--- src/rtl/conv_pkg.sv ---
// Shared types and defaults for the convolution host sequencer and its read streamer.
package conv_pkg;

  localparam int DW_DEF  = 8;
  localparam int AW_DEF  = 5;
  localparam int ZW_DEF  = 16;
  localparam int TMO_DEF = 4095;

  typedef enum logic [3:0] {
    S_IDLE,
    S_LOAD_X,
    S_LOAD_Y,
    S_START,
    S_WAIT_DONE,
    S_RD_REQ,
    S_RD_WAIT,
    S_STREAM,
    S_FINISH
  } state_e;

endpackage

--- src/rtl/conv_rd_streamer.sv ---
// Reads NZ results from Z memory (one-cycle latency) and presents them on a
// valid/ready stream, one result per three cycles at best.
module conv_rd_streamer
  import conv_pkg::*;
#(
  parameter int AW = AW_DEF,
  parameter int ZW = ZW_DEF
) (
  input  logic          clk,
  input  logic          rstn,
  input  logic          launch_i,
  input  logic [AW+1:0] nz_i,
  output logic [AW:0]   z_addr_o,
  output logic          z_re_o,
  input  logic [ZW-1:0] z_rdata_i,
  output logic          out_valid_o,
  input  logic          out_ready_i,
  output logic [ZW-1:0] out_data_o,
  output logic          out_last_o,
  output logic          fin_o
);

  state_e        state_q, state_d;
  logic [AW:0]   idx_q, idx_d;
  logic [AW+1:0] nz_q, nz_d;
  logic [ZW-1:0] data_q, data_d;
  logic          last;

  assign last       = ({1'b0, idx_q} == nz_q - 1'b1);
  assign z_addr_o   = idx_q;
  assign out_data_o = data_q;
  assign out_last_o = (state_q == S_STREAM) && last;

  always_ff @(posedge clk or negedge rstn) begin
    if (!rstn) begin
      state_q <= S_IDLE;
      idx_q   <= '0;
      nz_q    <= '0;
      data_q  <= '0;
    end else begin
      state_q <= state_d;
      idx_q   <= idx_d;
      nz_q    <= nz_d;
      data_q  <= data_d;
    end
  end

  always_comb begin
    state_d     = state_q;
    idx_d       = idx_q;
    nz_d        = nz_q;
    data_d      = data_q;
    z_re_o      = 1'b0;
    out_valid_o = 1'b0;
    fin_o       = 1'b0;
    case (state_q)
      S_IDLE: begin
        if (launch_i) begin
          idx_d   = '0;
          nz_d    = nz_i;
          state_d = S_RD_REQ;
        end
      end
      S_RD_REQ: begin
        z_re_o  = 1'b1;
        state_d = S_RD_WAIT;
      end
      S_RD_WAIT: begin
        data_d  = z_rdata_i;
        state_d = S_STREAM;
      end
      S_STREAM: begin
        // data_q is only reloaded in RD_WAIT, so it stays put under backpressure
        out_valid_o = 1'b1;
        if (out_ready_i) begin
          if (last) begin
            fin_o   = 1'b1;
            state_d = S_IDLE;
          end else begin
            idx_d   = idx_q + 1'b1;
            state_d = S_RD_REQ;
          end
        end
      end
      default: state_d = S_IDLE;
    endcase
  end

endmodule

--- src/rtl/conv_host_sequencer.sv ---
// Host-side job sequencer: loads X/Y into memory, kicks the convolution engine,
// guards it with a watchdog, then streams the Z results out.
module conv_host_sequencer
  import conv_pkg::*;
#(
  parameter int DW  = DW_DEF,
  parameter int AW  = AW_DEF,
  parameter int ZW  = ZW_DEF,
  parameter int TMO = TMO_DEF
) (
  input  logic          clk,
  input  logic          rstn,
  input  logic          go,
  input  logic [AW:0]   len_x,
  input  logic [AW:0]   len_y,
  input  logic          in_valid,
  output logic          in_ready,
  input  logic [DW-1:0] in_data,
  output logic          x_we,
  output logic          y_we,
  output logic [AW-1:0] mem_addr,
  output logic [DW-1:0] mem_wdata,
  output logic          conv_start,
  input  logic          conv_busy,
  input  logic          conv_done,
  output logic [AW:0]   z_addr,
  output logic          z_re,
  input  logic [ZW-1:0] z_rdata,
  output logic          out_valid,
  input  logic          out_ready,
  output logic [ZW-1:0] out_data,
  output logic          out_last,
  output logic          busy,
  output logic          done,
  output logic          error
);

  localparam int             WDW     = $clog2(TMO + 1);
  localparam logic [WDW-1:0] TMO_L   = WDW'(TMO);
  localparam logic [AW:0]    LEN_MAX = {1'b1, {AW{1'b0}}};

  state_e         state_q, state_d;
  logic [AW:0]    cnt_q, cnt_d;
  logic [AW:0]    lenx_q, lenx_d;
  logic [AW:0]    leny_q, leny_d;
  logic [WDW-1:0] wdog_q, wdog_d;
  logic           err_q, err_d;
  logic [AW+1:0]  nz;
  logic           len_ok, launch, rd_fin;
  // Engine progress is tracked by conv_done and the watchdog alone.
  logic           unused_conv_busy;

  assign unused_conv_busy = conv_busy;
  assign nz     = ({1'b0, lenx_q} + {1'b0, leny_q}) - 1'b1;
  assign len_ok = (len_x != '0) && (len_x <= LEN_MAX) &&
                  (len_y != '0) && (len_y <= LEN_MAX);
  assign busy   = (state_q != S_IDLE);
  assign error  = err_q;

  always_ff @(posedge clk or negedge rstn) begin
    if (!rstn) begin
      state_q <= S_IDLE;
      cnt_q   <= '0;
      lenx_q  <= '0;
      leny_q  <= '0;
      wdog_q  <= '0;
      err_q   <= 1'b0;
    end else begin
      state_q <= state_d;
      cnt_q   <= cnt_d;
      lenx_q  <= lenx_d;
      leny_q  <= leny_d;
      wdog_q  <= wdog_d;
      err_q   <= err_d;
    end
  end

  always_comb begin
    state_d    = state_q;
    cnt_d      = cnt_q;
    lenx_d     = lenx_q;
    leny_d     = leny_q;
    wdog_d     = wdog_q;
    err_d      = err_q;
    in_ready   = 1'b0;
    x_we       = 1'b0;
    y_we       = 1'b0;
    mem_addr   = '0;
    mem_wdata  = '0;
    conv_start = 1'b0;
    launch     = 1'b0;
    done       = 1'b0;
    case (state_q)
      S_IDLE: begin
        if (go) begin
          if (len_ok) begin
            err_d   = 1'b0;
            lenx_d  = len_x;
            leny_d  = len_y;
            cnt_d   = '0;
            state_d = S_LOAD_X;
          end else begin
            err_d = 1'b1;
          end
        end
      end
      S_LOAD_X, S_LOAD_Y: begin
        in_ready = 1'b1;
        if (in_valid) begin
          x_we      = (state_q == S_LOAD_X);
          y_we      = (state_q == S_LOAD_Y);
          mem_addr  = cnt_q[AW-1:0];
          mem_wdata = in_data;
          cnt_d     = cnt_q + 1'b1;
          if (cnt_q == ((state_q == S_LOAD_X) ? lenx_q : leny_q) - 1'b1) begin
            cnt_d   = '0;
            state_d = (state_q == S_LOAD_X) ? S_LOAD_Y : S_START;
          end
        end
      end
      S_START: begin
        conv_start = 1'b1;
        wdog_d     = '0;
        state_d    = S_WAIT_DONE;
      end
      S_WAIT_DONE: begin
        // conv_start drops combinationally in the cycle done or timeout is seen
        if (conv_done) begin
          launch  = 1'b1;
          state_d = S_RD_REQ;
        end else if (wdog_q + 1'b1 == TMO_L) begin
          err_d   = 1'b1;
          state_d = S_FINISH;
        end else begin
          conv_start = 1'b1;
          wdog_d     = wdog_q + 1'b1;
        end
      end
      S_RD_REQ: begin
        // the streamer owns RD_REQ/RD_WAIT/STREAM; wait for its last handshake
        if (rd_fin) state_d = S_FINISH;
      end
      S_FINISH: begin
        done    = 1'b1;
        state_d = S_IDLE;
      end
      default: state_d = S_IDLE;
    endcase
  end

  conv_rd_streamer #(
    .AW (AW),
    .ZW (ZW)
  ) u_rd_streamer (
    .clk         (clk),
    .rstn        (rstn),
    .launch_i    (launch),
    .nz_i        (nz),
    .z_addr_o    (z_addr),
    .z_re_o      (z_re),
    .z_rdata_i   (z_rdata),
    .out_valid_o (out_valid),
    .out_ready_i (out_ready),
    .out_data_o  (out_data),
    .out_last_o  (out_last),
    .fin_o       (rd_fin)
  );

endmodule

--- config.mk ---
export PLATFORM = sky130hd
export DESIGN_NAME = conv_host_sequencer
export DESIGN_NICKNAME = d
export VERILOG_FILES = /design/src/rtl/conv_pkg.sv /design/src/rtl/conv_rd_streamer.sv /design/src/rtl/conv_host_sequencer.sv
export SDC_FILE = /design/constraint.sdc
export NUM_CORES = 1
export LEC_CHECK = 0
export CORE_MARGIN = 3
export CORE_UTILIZATION = 47
export DETAILED_ROUTE_END_ITERATION = 6
export GPL_TIMING_DRIVEN = 0
export PLACE_DENSITY = 0.8
export SYNTH_ARGS = -nofsm -noshare
export SYNTH_HDL_FRONTEND = slang
export SYNTH_SLANG_ARGS = --single-unit
--- constraint.sdc ---
create_clock -name clk -period 2.7 [get_ports clk]
set_input_delay 0.405 -clock clk [delete_from_list [all_inputs] [get_ports clk]]
set_output_delay 0.405 -clock clk [all_outputs]
set_load 0.05 [all_outputs]
* Yosys cells after proc, flatten, opt, wreduce, memory -nomap -nowiden *
Cells that the tools add are included.

word-level totals
  register bits = 68
  output and inout port bits = 45
  input port bits = 43
  word-level logic and storage cells = 116

cells by class
  multiplexer cells = 51
  reduce and logical (&&, ||, !) cells = 22
  add/subtract/negate cells = 7
  equal/unequal tests = 24
  $lt $le $gt $ge = 2

operators with widths
  operator                                           number
  2-to-1 mux 6 bit                                   8
  2-to-1 mux 4 bit                                   9
  2-to-1 mux 12 bit                                  2
  one-hot mux 12 bit (2 select lines)                1
  one-hot mux 6 bit (2 select lines)                 2
  inequality test 2 bit (second input constant)      11
  == test 4 x 3 -> 1 bit (second input constant)     5
  2-to-1 mux 1 bit                                   20
  one-hot mux 4 bit (5 select lines)                 1
  2-to-1 mux 8 bit                                   2
  one-hot mux 4 bit (4 select lines)                 1
  subtractor 7 x 1 -> 7 bit (second input constant)  2
  adder 12 x 1 -> 12 bit (second input constant)     1
  adder 6 x 1 -> 6 bit (second input constant)       2
  == test 12 bit (second input constant)             1
  <= comparator 6 bit (second input constant)        2
  AND reduction 4 bit                                3
  nonzero test 6 bit                                 2
  2-to-1 mux 5 bit                                   2
  == test 4 x 2 -> 1 bit (second input constant)     2
  zero test 4 bit                                    2
  nonzero test 2 bit                                 4
  adder 6 x 6 -> 7 bit                               1
  == test 6 x 7 -> 1 bit                             1
  13 further kinds                                   19

* Logic depth before layout (Yosys ltp) *
Gate-level depths: netlist of run 1.

  depth after elaboration = 7
  mapped depth = 11
  gate-level depth less buffers = 11

* By module *
Synthesis of run 1 repeated with hierarchy kept, for this count alone.

second synthesis, totals
  cell total of the unflattened synthesis = 435
  area total of the unflattened synthesis = 4245.3 µm²

by module, submodules not included
  module               area each (µm²)  instances  cells each  sequential area each (µm²)
  conv_host_sequencer  2708.8           1          300         875.8
  conv_rd_streamer     1536.5           1          135         800.8

* Worst setup path before layout of run 1 *
OpenSTA, ideal clock, no wires.

  path type = reg2out
  from = register u_rd_streamer.nz_q[0]
  to = output port out_last
  slack = -0.427 ns
  required time = 2.295 ns
  arrival time = 2.722 ns
  buffers on the path = 1
  cell stages (with the launch flop) = 9
  cells stage by stage = dfrtp_1 inv_1 ha_1 clkbuf_1 nand2_1 or3_1 a211oi_1 a211oi_2 nor3_1

on the way
  longest elaborated chain between the ends = 3

ends and longest elaborated chain
  what                       line                       text
  start, declared            conv_rd_streamer.sv:25     logic [AW+1:0] nz_q, nz_d;
  start signal, assigned     conv_rd_streamer.sv:43     nz_q <= nz_d;
  subtractor 7 x 1 -> 7 bit  conv_rd_streamer.sv:29     assign last = ({1'b0, idx_q} == nz_q - 1'b1);
  == test 6 x 7 -> 1 bit     conv_rd_streamer.sv:29
  logical AND 1 bit          conv_rd_streamer.sv:32     assign out_last_o = (state_q == S_STREAM) && last;
  end, declared              conv_host_sequencer.sv:32  output logic out_last,

Every way passes these cells.

* Worst setup path after layout of run 1 *
  from = register state_q[3]
  to = register cnt_q[2]

on the way
  longest elaborated chain between the ends = 7

ends and longest elaborated chain
  what                                line                                                   text
  start, declared                     conv_host_sequencer.sv:42                              state_e state_q, state_d;
  start signal, assigned              conv_host_sequencer.sv:69                              state_q <= state_d;
  == test 4 x 1 -> 1 bit              conv_host_sequencer.sv:93, conv_host_sequencer.sv:115
  2-to-1 mux 6 bit                    conv_host_sequencer.sv:115                             if (cnt_q == ((state_q == S_LOAD_X) ? lenx_q : leny_q) - 1'b1) begin
  subtractor 6 x 1 -> 6 bit           conv_host_sequencer.sv:115
  == test 6 bit                       conv_host_sequencer.sv:115
  2-to-1 mux 6 bit                    conv_host_sequencer.sv:115
  2-to-1 mux 6 bit                    conv_host_sequencer.sv:109                             if (in_valid) begin
  one-hot mux 6 bit (2 select lines)  conv_host_sequencer.sv:93                              case (state_q)
  end signal, assigned                conv_host_sequencer.sv:70                              cnt_q <= cnt_d;
  end, declared                       conv_host_sequencer.sv:43                              logic [AW:0] cnt_q, cnt_d;

Several ways; a longest one is shown, not always the timed one. The select of a mux whose other input is x is not followed.
A chain may end at the register's enable or synchronous reset.

==> results.json, run 1 <==
{
  "outcome": "finished, violations left",
  "violations": "negative setup slack",
  "synthCells": 461,
  "overall_die_width_um": 102,
  "fin_nets": 650,
  "remaining_drc_errors": 0,
  "power_frac_clock_pct": 11.3,
  "synth-simple-area-share_pct": 21.0,
  "post_synth_main_area_contributors": "dfrtp_1 (39%), mux2_2 (4.9%), ha_1 (4.9%)",
  "worst_ir_drop_vdd_mv": 0.870,
  "io_pins": 88,
  "post_synth_xor_xnor_area_pct": 5.47,
  "cell_internal_pwr_mw": 4.13,
  "place.detailed.hpwl_um": 7960,
  "routed_via_density": 5.79,
  "insertion_delay_ns": 0.35,
  "r2r_slack_ns": -0.26,
  "final_hold_viol_count": 0,
  "worstSetupEndpoint": "cnt_q[2]",
  "final-max-slew-violation-count": 0,
  "synth_top_family_by_area": "simple AND/OR/NAND/NOR gates",
  "grt_first_pass_wirelength_um": 18300,
  "timing_worst_setup_path_type": "reg -> reg",
  "mostFrequentLayoutCells": "clkdlybuf4s50_1 (64), dfrtp_1 (57), nand2_1 (35), inv_1 (34), o21ai_0 (34)",
  "fp-row-count": 34,
  "grt.total_usage_pct": 22.1,
  "setup_viol": 9,
  "detail_route.iter0.violations": 197,
  "timing.critical_path.from_type": "flip-flop",
  "postRouteAntennaNets": 0,
  "yosys_warnings": 0,
  "power.switching_fraction_pct": 47.2,
  "yosys_most_used_dff": "dfrtp_1",
  "synth_seq_area_share_pct": 38.8,
  "final_layout_size_suffix_gt1_share_pct": 24.8,
  "muxShareOfSynthArea_pct": 7.29,
  "worstReg2RegStart": "state_q[3]",
  "synth_top_area_share_pct": 38.8,
  "worst_tran_pin_value_ns": 0.877,
  "route.layer.met1.wl_um": 4990,
  "critical_path_required_ns": 2.94,
  "pwr-share-comb_pct": 64.7,
  "synth-seq-cells": 67,
  "cell_taking_the_most_area_after_synthesis": "dfrtp_1",
  "ctsRootBufferMaster": "clkbuf_8",
  "critical_path.max_fanout": 4,
  "grt_setup_unrepaired": "true",
  "grt_antenna_before_repair": 0,
  "via_count": 4050,
  "place.port_buffers": 86,
  "leakagePower_nw": 2.75,
  "min_period_ns": 2.96,
  "synth-compound-area-share_pct": 16.7,
  "dr_wl_met2_um": 6090,
  "synth_area_mm2": 0.00433,
  "worstRegToRegCells": 14,
  "final_common_cell": "clkdlybuf4s50_1",
  "syn-num-nets": 522,
  "setup.worst_path.start": "state_q[3]",
  "sequentialPowerShare_pct": 24.0,
  "power_per_cell_area_mw_per_mm2": 1300,
  "max_freq_mhz": 338,
  "die_y_extent_um": 102,
  "fp.dieArea_mm2": 0.0104,
  "grt_start_max_net_pins": 68,
  "final_cell_count_no_fill": 700,
  "clkTransAtPathRegs_ns": 0.08,
  "core_outline_area_mm2": 0.00885,
  "cts_num_sinks": 67,
  "setup.worst_path.end_class": "flip-flop",
  "met3_wirelength_um": 514,
  "syn2layout_area_growth_pct": 39.3,
  "nFillCells": 660,
  "timing.slew.headroom_pct": 41.5,
  "final.period_utilization_pct": 109,
  "dr.max_layer_used": "met4",
  "regToRegEndpoint": "cnt_q[2]",
  "final_weighted_congestion_of_routability_driven_global_placement": 0.897,
  "grt_pass1_vias": 3844,
  "wl_per_cell_um": 16.8,
  "worst_hold_slack_ns": 0.133,
  "synth_fa_ha_area_share_pct": 5.38,
  "grt_overflow": 0,
  "first_pass_iters": 4,
  "timing.clock.skew_ns": 0.00721,
  "p_sw_mw": 3.69,
  "drt-total-wl_um": 11800,
  "synth_edf_count": 0,
  "post_synth.cell_area_avg_um2": 9.39,
  "synth_async_sr_flop_share_pct": 100,
  "dpl.cell_count": 655,
  "yosys.cell_types.count": 65,
  "maximum_number_of_buffers_from_clock_root_to_sink": 2,
  "cts-htree-levels": 3,
  "cap_viol_max_count": 0,
  "crit_arrival_ns": 3.19,
  "min_path_type": "in -> async",
  "antenna_cells_inserted": 0,
  "timing.final.ws_setup_ns": -0.256,
  "tritoncts": "built",
  "final.setup.tns_ns": -1.78,
  "initial_core_utilization_pct": 48.9,
  "cts_buffers": 9
}
[Yosys cell counts, types with 8 or more instances]
master / n
clkbuf_1: 13
nor2_1: 16
mux2_2: 19
ha_1: 17
and3_1: 20
xnor2_1: 14
nand3_1: 20
a22o_1: 8
nand2_1: 37
a21oi_1: 9
o21ai_0: 37
mux2i_1: 9
or3_1: 10
inv_1: 35
nor3_1: 12
xor2_1: 13
dfrtp_1: 67
[kinds of logic (layout without fill, tap and decap cells)]
logic type | after synthesis | in the layout
AOI/OAI and AO/OA | 103 | 103
buffers and inverters | 55 | 186
adders and majority gates | 18 | 18
muxes | 29 | 29
xor gates and xnor gates | 27 | 27
DFF | 67 | 67
and+or+nand+nor | 162 | 162
[what timing repair did]
| action | 4_1_cts | 5_1_grt |
|---|---|---|
| resized for setup | 97 | 52 |
| pin swaps | 11 | 20 |
| setup buffers | 13 | 20 |
| hold buffers | 0 | 0 |
| endpoints found under the setup margin | 31 | 39 |
| hold endpoints to repair | 0 | 0 |
[stage by stage]
stage / util (%) / power, mW / instance area, µm² / setup WS (ns)
global placement: 60.5 / 5.83 / 5350 / -1.08
floorplan: - / 4.84 / 4360 / -0.0933
finish: 68.1 / 7.81 / 6030 / -0.256
global route: 68.1 / 8.33 / 6030 / -0.409
CTS: 64.4 / 7.17 / 5700 / -0.323
detailed placement: 60.5 / 5.98 / 5350 / -0.812
[flip-flops by register name (all words and copies together) (netlist names)]
signal	cells
u_rd_streamer.nz_q	7
cnt_q	6
u_rd_streamer.state_q	3
u_rd_streamer.z_addr_o	6
wdog_q	12
lenx_q	6
error	1
u_rd_streamer.out_data_o	16
state_q	4
leny_q	6
[worst max-delay path, stage by stage, from the launching register on]
cell and delay (ns):
dfrtp_2 0.43, nor4b_4 0.38, buf_4 0.20, nor2_4 0.04, a21oi_4 0.13, ha_4 0.19, nor3b_4 0.20, xnor2_1 0.15
mux2i_1 0.11, xor2_1 0.19, o41ai_4 0.27, buf_4 0.20, buf_6 0.11, o21ai_2 0.06, a22o_1 0.19
[worst min-delay path by stage]
| stage | startpoint | end | cells past startpoint |
|---|---|---|---|
| finish | rstn | u_rd_streamer.nz_q[1] | 1 |
| global route | rstn | u_rd_streamer.nz_q[1] | 1 |
| CTS | rstn | lenx_q[4] | 1 |
| detailed placement | u_rd_streamer.out_data_o[9] | u_rd_streamer.out_data_o[9] | 1 |
| global placement | u_rd_streamer.out_data_o[4] | u_rd_streamer.out_data_o[4] | 1 |
| floorplan | rstn | cnt_q[0] | 0 |
[layout make-up]
| type | count | area [µm²] | area share, % |
|---|---|---|---|
| Buffer | 17 | 96.3 | 1.60 |
| Clock buffer | 12 | 165 | 2.74 |
| Clock inverter | 2 | 35.0 | 0.581 |
| Inverter | 36 | 138 | 2.28 |
| Multi-Input combinational cell | 339 | 2690 | 44.6 |
| Sequential cell | 67 | 1690 | 28.0 |
| Tap cell | 108 | 135 | 2.24 |
| Timing Repair Buffer | 119 | 1080 | 17.9 |
[power groups by stage]
stage | registers, mW | logic [mW] | clock network, mW
2_1_floorplan | 2.27 | 2.57 | 0
3_3_place_gp | 1.81 | 4.02 | 0
3_5_place_dp | 1.84 | 4.13 | 0
4_1_cts | 1.84 | 4.45 | 0.883
5_1_grt | 1.93 | 5.47 | 0.931
6_report | 1.88 | 5.05 | 0.887
[layer usage]
metal	vias to the layer above	GRT usage (%)
met2	110	37.8
met5	-	0
met4	0	7.87
met3	14	2.39
met1	2000	29.0
li1	1926	-
(Power assumes the default switching activity.)
==> run 2, diff against run 1 <==
Settings changed: SETUP_SLACK_MARGIN set to 0.02, TNS_END_PERCENT set to 20.
==> run 2 against run 1 <==
- utilization increased by 0.69 points
- clock skew grew 0.00087 ns
- cell area increased by 1.0%
- combinational power rose by 0.8%
- total power grew 3.0%
- critical path type unchanged
- hold slack improved by 0.027 ns
- via count up 1.8%
- cell count is 0.14% lower
- the run still ends with negative setup slack left
- critical endpoint unchanged
==> results.json, run 2 (synthesis results as in run 1) <==
{
  "outcome": "finished, violations left",
  "violations": "negative setup slack",
  "report.power.total_mw": 8.05,
  "antenna_cells_inserted": 0,
  "tritoncts": "built",
  "route.layer.met1.wl_um": 4930,
  "drt-total-wl_um": 12500,
  "post_dp_cell_area_mm2": 0.00535,
  "overall_die_width_um": 102,
  "detail_route.iter0.violations": 170,
  "critical_path.max_stage_delay_ns": 0.44,
  "leakagePower_nw": 2.73,
  "setup.worst_path.end_class": "flip-flop",
  "fp-row-count": 34,
  "ctsRootBufferMaster": "clkbuf_8",
  "final.period_utilization_pct": 112,
  "fin_nets": 647,
  "cap_viol_max_count": 0,
  "grt.total_usage_pct": 23.8,
  "timing_worst_setup_path_type": "reg -> reg",
  "cts_buffers": 9,
  "dr.max_layer_used": "met4",
  "worst_ir_drop_vdd_mv": 0.855,
  "final_layout_size_suffix_gt1_share_pct": 26.2,
  "final_hold_viol_count": 0,
  "cts_num_sinks": 67,
  "remaining_drc_errors": 0,
  "dr_wl_met2_um": 6640,
  "critical-path-slowest-cell": "dfrtp_2",
  "worst_tran_pin_value_ns": 0.865,
  "crit_arrival_ns": 3.27,
  "postCtsHoldBufs": 0,
  "layout.cell_area.non_filler_mm2": 0.00609,
  "grt_start_max_net_pins": 68,
  "fp.dieArea_mm2": 0.0104,
  "routed_via_density": 5.90,
  "final_common_cell": "clkdlybuf4s50_1",
  "maximum_number_of_buffers_from_clock_root_to_sink": 2,
  "final_weighted_congestion_of_routability_driven_global_placement": 0.916,
  "met3_wirelength_um": 595,
  "mostFrequentLayoutCells": "clkdlybuf4s50_1 (64), dfrtp_1 (53), o21ai_0 (36), nand2_1 (35), inv_1 (34)",
  "grt_pass1_vias": 4027,
  "clkTransAtPathRegs_ns": 0.08,
  "dpl.cell_count": 655,
  "core_outline_area_mm2": 0.00885,
  "initial_core_utilization_pct": 48.9,
  "timing.final.ws_setup_ns": -0.336,
  "insertion_delay_ns": 0.35,
  "timing.critical_path.mode_cell": "buf_4",
  "critical_path_required_ns": 2.94,
  "grt_first_pass_wirelength_um": 19500,
  "grt_antenna_before_repair": 0,
  "power_per_cell_area_mw_per_mm2": 1320,
  "max_freq_mhz": 329,
  "place.port_buffers": 86,
  "via_count": 4124,
  "fin_util_pct": 68.8,
  "first_pass_iters": 5,
  "critical_path.max_fanout": 4,
  "final-max-slew-violation-count": 0,
  "io_pins": 88,
  "wl_per_cell_um": 17.9,
  "grt_setup_unrepaired": "true",
  "min_period_ns": 3.04,
  "timing.critical_path.from_type": "flip-flop",
  "timing.slew.headroom_pct": 42.3,
  "largest_reg_flops": 16,
  "min_path_type": "in -> async",
  "nFillCells": 650,
  "die_y_extent_um": 102,
  "grt_overflow": 0,
  "syn2layout_area_growth_pct": 40.7,
  "crit_chain": "nor4b_4 > buf_4 > mux2i_4 > ha_4 > xor2_4 > nand3_2 > o31ai_2 > a22oi_2 > o41ai_4 > buf_4 > buf_4 > o21ai_0 > a22o_1",
  "postRouteAntennaNets": 0,
  "setup_viol": 18,
  "timing.clock.skew_ns": 0.00809,
  "placement.setup.worst_slack_ns": -0.797,
  "cts-htree-levels": 3,
  "final_cell_count_no_fill": 699,
  "place.detailed.hpwl_um": 8170
}
==> run 2: changes by cell type in the layout (fill, tap and decap cells not counted), moves of 3 or more <==
cell,change
o21ai_2,-3
dfrtp_2,+4
buf_2,-6
clkbuf_2,+4
clkbuf_4,-4
clkdlybuf4s15_1,-4
dfrtp_1,-4
clkdlybuf4s15_2,+8
==> run 2: layout make-up <==
class | instances | area, µm² | share of cell area (%)
Clock inverter | 5 | 100 | 1.64
Multi-Input combinational cell | 339 | 2720 | 44.7
Inverter | 36 | 135 | 2.22
Buffer | 17 | 95.1 | 1.56
Tap cell | 108 | 135 | 2.22
Clock buffer | 11 | 141 | 2.32
Sequential cell | 67 | 1690 | 27.8
Timing Repair Buffer | 116 | 1070 | 17.5
==> run 2: critical path: cells and delay by family (launching register included) <==
kind / cells / cell delay [ns]
buffers and inverters: 3 / 0.51
DFF: 1 / 0.44
muxes: 1 / 0.29
and+or+nand+nor: 2 / 0.35
AOI/OAI and AO/OA: 5 / 0.91
adders and majority gates: 1 / 0.21
xor gates and xnor gates: 1 / 0.20
==> run 2: metrics by stage <==
stage	hold WS, ns	TNS, ns
after detailed placement	0.494	-13.73
after CTS	0.195	-2.32
after global routing	0.216	-6.00
after floorplan	0.109	-0.142
final	0.160	-3.26
after global placement	0.488	-82.86
==> run 2: final timing paths <==
path,start,to,slack (ns),depth (start not counted)
setup / recovery,state_q[1],cnt_q[2],-0.34,13
hold / removal,rstn,lenx_q[0],0.16,1
setup reg to reg,state_q[1],cnt_q[2],-0.34,13
hold reg to reg,u_rd_streamer.out_data_o[0],u_rd_streamer.out_data_o[0],0.51,1
max in group asynchronous,rstn,state_q[3],1.91,1
min in group clk,u_rd_streamer.out_data_o[0],u_rd_streamer.out_data_o[0],0.51,1
==> run 2: timing repair <==
| action | CTS | global route |
|---|---|---|
| resized for setup | 94 | 40 |
| setup endpoints to repair | 43 | 30 |
| pin swaps | 9 | 6 |
| endpoints found under the hold margin | 0 | 0 |
| buffers inserted | 14 | 16 |
==> run 2: power breakdown <==
group	internal [mW]	switching (mW)	leakage (nW)
Sequential	1.42	0.492	0.823
Combinational	2.21	2.87	1.78
Clock	0.637	0.412	0.123
Total	4.27	3.78	2.73
==> run 2: routing by layer <==
layer / vias to the layer above / global-route usage, %
met1: 2024 / 29.4
met3: 34 / 4.03
met5: - / 0
li1: 1918 / -
met2: 148 / 41.1
met4: 0 / 10.2
==> run 3, diff against run 2 <==
Settings changed: ABC_AREA set to 1, CAP_MARGIN set to 40, CORE_UTILIZATION 47 to 50, PLACE_DENSITY 0.8 to 0.81.
Clock period 2.7 ns to 3.7 ns, I/O delays scaled along.
==> run 3 against run 2 <==
- first-iteration DRC count grew 42%
- area after synthesis shrank 2.3%
- critical path type is now reg -> out
- register-to-register slack gained 1.6 ns
- non-clock buffer count shrank 37
- the run now ends clean
- total power shrank 42%
- clock power shrank 37%
- die area shrank 7.7%
- clock-buffer cell count shrank 2
- clock skew grew 0.0030 ns
- flip-flop and latch count is the same
- sequential share of layout area grew 3.0 points
- highest routed layer unchanged
==> results.json, run 3 <==
{
  "insertion_delay_ns": 0.35,
  "place.detailed.hpwl_um": 8060,
  "synth-seq-cells": 67,
  "timing.slew.headroom_pct": 65.1,
  "max_freq_mhz": 292,
  "cts_post_setup_buffers_inserted": 0,
  "fin_nets": 728,
  "final-max-slew-violation-count": 0,
  "timing.clock.skew_ns": 0.0110,
  "tritoncts": "built",
  "post_dp_cell_area_mm2": 0.00523,
  "final_common_cell": "nand2_1",
  "grt_overflow": 0,
  "first_pass_iters": 5,
  "min_period_ns": 3.43,
  "postRouteAntennaNets": 0,
  "timing.critical_path.mode_cell": "nand2_1",
  "final_weighted_congestion_of_routability_driven_global_placement": 0.923,
  "grt_start_max_net_pins": 45,
  "grt_antenna_before_repair": 0,
  "worst_tran_pin_value_ns": 0.521,
  "antenna_cells_inserted": 0,
  "post_synth_main_area_contributors": "dfrtp_1 (40%), nand2_1 (13%), inv_1 (7.5%)",
  "maximum_number_of_buffers_from_clock_root_to_sink": 2,
  "yosys.cell_count.top_type": "nand2_1",
  "ctsRootBufferMaster": "clkbuf_8",
  "remaining_drc_errors": 0,
  "placement.setup.worst_slack_ns": 0.412,
  "cts_num_sinks": 67,
  "die_y_extent_um": 98.0,
  "final_cell_count_no_fill": 773,
  "final_hold_viol_count": 0,
  "grt_first_pass_wirelength_um": 17300,
  "setup.worst_path.end_class": "output port",
  "drt-total-wl_um": 10400,
  "synth_async_sr_flop_share_pct": 100,
  "syn2layout_area_growth_pct": 28.8,
  "final_layout_size_suffix_gt1_share_pct": 8.49,
  "overall_die_width_um": 98.0,
  "routed_via_density": 5.29,
  "timing_worst_setup_path_type": "reg -> out",
  "worst_ir_drop_vdd_mv": 0.622,
  "layout.cell_area.non_filler_mm2": 0.00545,
  "timing.final.ws_setup_ns": 0.273,
  "fp.dieArea_mm2": 0.00960,
  "post_synth.cell_area_avg_um2": 7.43,
  "critical-path-slowest-cell": "dlygate4sd2_1",
  "yosys.cell_types.count": 31,
  "timing.critical_path.from_type": "flip-flop",
  "detail_route.iter0.violations": 241,
  "critical_path.max_fanout": 10,
  "yosys_most_used_dff": "dfrtp_1",
  "syn-num-nets": 630,
  "synth_edf_count": 0,
  "postCtsHoldBufs": 0,
  "synth_top_cells_by_count": "nand2_1 (146), inv_1 (85), dfrtp_1 (67), nor2_1 (62), nand3_1 (54)",
  "yosys_warnings": 0,
  "largest_reg_flops": 16,
  "grt.total_usage_pct": 21.8,
  "fp-row-count": 32,
  "nFillCells": 640,
  "grt_setup_unrepaired": "false",
  "place.port_buffers": 86,
  "worst_hold_slack_ns": 0.0977,
  "r2r_slack_ns": 1.22,
  "crit_arrival_ns": 2.87,
  "synth_top_area_share_pct": 39.7,
  "cts_buffers": 9,
  "initial_core_utilization_pct": 53.1,
  "via_count": 4086,
  "wl_per_cell_um": 13.5,
  "outcome": "finished, final reports clean",
  "synth_seq_area_share_pct": 39.7,
  "crit_chain": "ha_1 > nand3_1 > nor2_2 > nand3_1 > nand2_1 > nand2_1 > nand2_1 > nor2_1 > nand2_1 > nand2_1 > nand2_1 > buf_2 > dlygate4sd2_1",
  "leakagePower_nw": 2.63,
  "final.period_utilization_pct": 92.6,
  "grt_pass1_vias": 3961,
  "io_pins": 88,
  "cts-htree-levels": 3,
  "report.power.total_mw": 4.65,
  "synth_area_mm2": 0.00423,
  "cell_taking_the_most_area_after_synthesis": "dfrtp_1",
  "setup_viol": 0,
  "core_outline_area_mm2": 0.00797,
  "mostFrequentLayoutCells": "nand2_1 (146), inv_1 (85), clkdlybuf4s50_1 (84), dfrtp_1 (67), nor2_1 (62)",
  "min_path_type": "in -> async",
  "power_per_cell_area_mw_per_mm2": 854,
  "dpl.cell_count": 758,
  "clkTransAtPathRegs_ns": 0.08,
  "critical_path.max_stage_delay_ns": 0.55,
  "synthCells": 569,
  "cap_viol_max_count": 0,
  "critical_path_required_ns": 3.14
}
[run 3: worst paths after layout]
check / from / endpoint / depth (start not counted)
max reg2reg: state_q[3] / state_q[1] / 15
min: rstn / wdog_q[10] / 1
min in group clk: error / error / 2
max in group asynchronous: rstn / u_rd_streamer.nz_q[6] / 2
min reg2reg: error / error / 2
max: wdog_q[1] / conv_start / 13
[run 3: per-layer routing]
layer  vias to the layer above  share of wire, %  GRT usage (%)
li1                       2015                 -              -
met1                      1933                43           27.5
met2                       118                49           36.6
met3                        20               5.6           5.29
met4                         0               2.0           7.67
met5                         -                 0              0
[run 3: area by class of cell]
| cell class | count | area, µm² | area share (%) |
|---|---|---|---|
| Clock buffer | 9 | 124 | 2.27 |
| Sequential cell | 67 | 1680 | 30.8 |
| Timing Repair Buffer | 87 | 877 | 16.1 |
| Clock inverter | 6 | 90.1 | 1.65 |
| Tap cell | 102 | 128 | 2.34 |
| Inverter | 88 | 330 | 6.06 |
| Buffer | 9 | 45.0 | 0.827 |
| Multi-Input combinational cell | 405 | 2180 | 39.9 |
[run 3: critical path: cells and delay by family (launching register included)]
| family | cells | cell delay, ns |
|---|---|---|
| DFF | 1 | 0.41 |
| buffers and inverters | 2 | 0.78 |
| and+or+nand+nor | 10 | 1.09 |
| adders and majority gates | 1 | 0.23 |
[run 3: through the flow]
step                utilization (%)  setup TNS, ns
finish                         68.4              0
global route                   68.4              0
global placement               65.5         -11.35
CTS                            68.4              0
detailed placement             65.7              0
floorplan                         -              0
[run 3: kinds of logic after synthesis]
kind of cell,synth area share (%)
muxes,4.26
DFF,39.7
xor gates and xnor gates,3.94
adders and majority gates,5.50
and+or+nand+nor,30.6
buffers and inverters,8.88
AOI/OAI and AO/OA,7.13
[run 3: timing repair]
action	CTS	global route
gates resized for setup	1	0
setup endpoints to repair	1	0
endpoints found under the hold margin	0	0
[run 3: power by group]
group,internal [mW],switching [mW]
combinational,0.981,1.82
sequential,0.986,0.196
clock,0.378,0.288
total,2.34,2.31
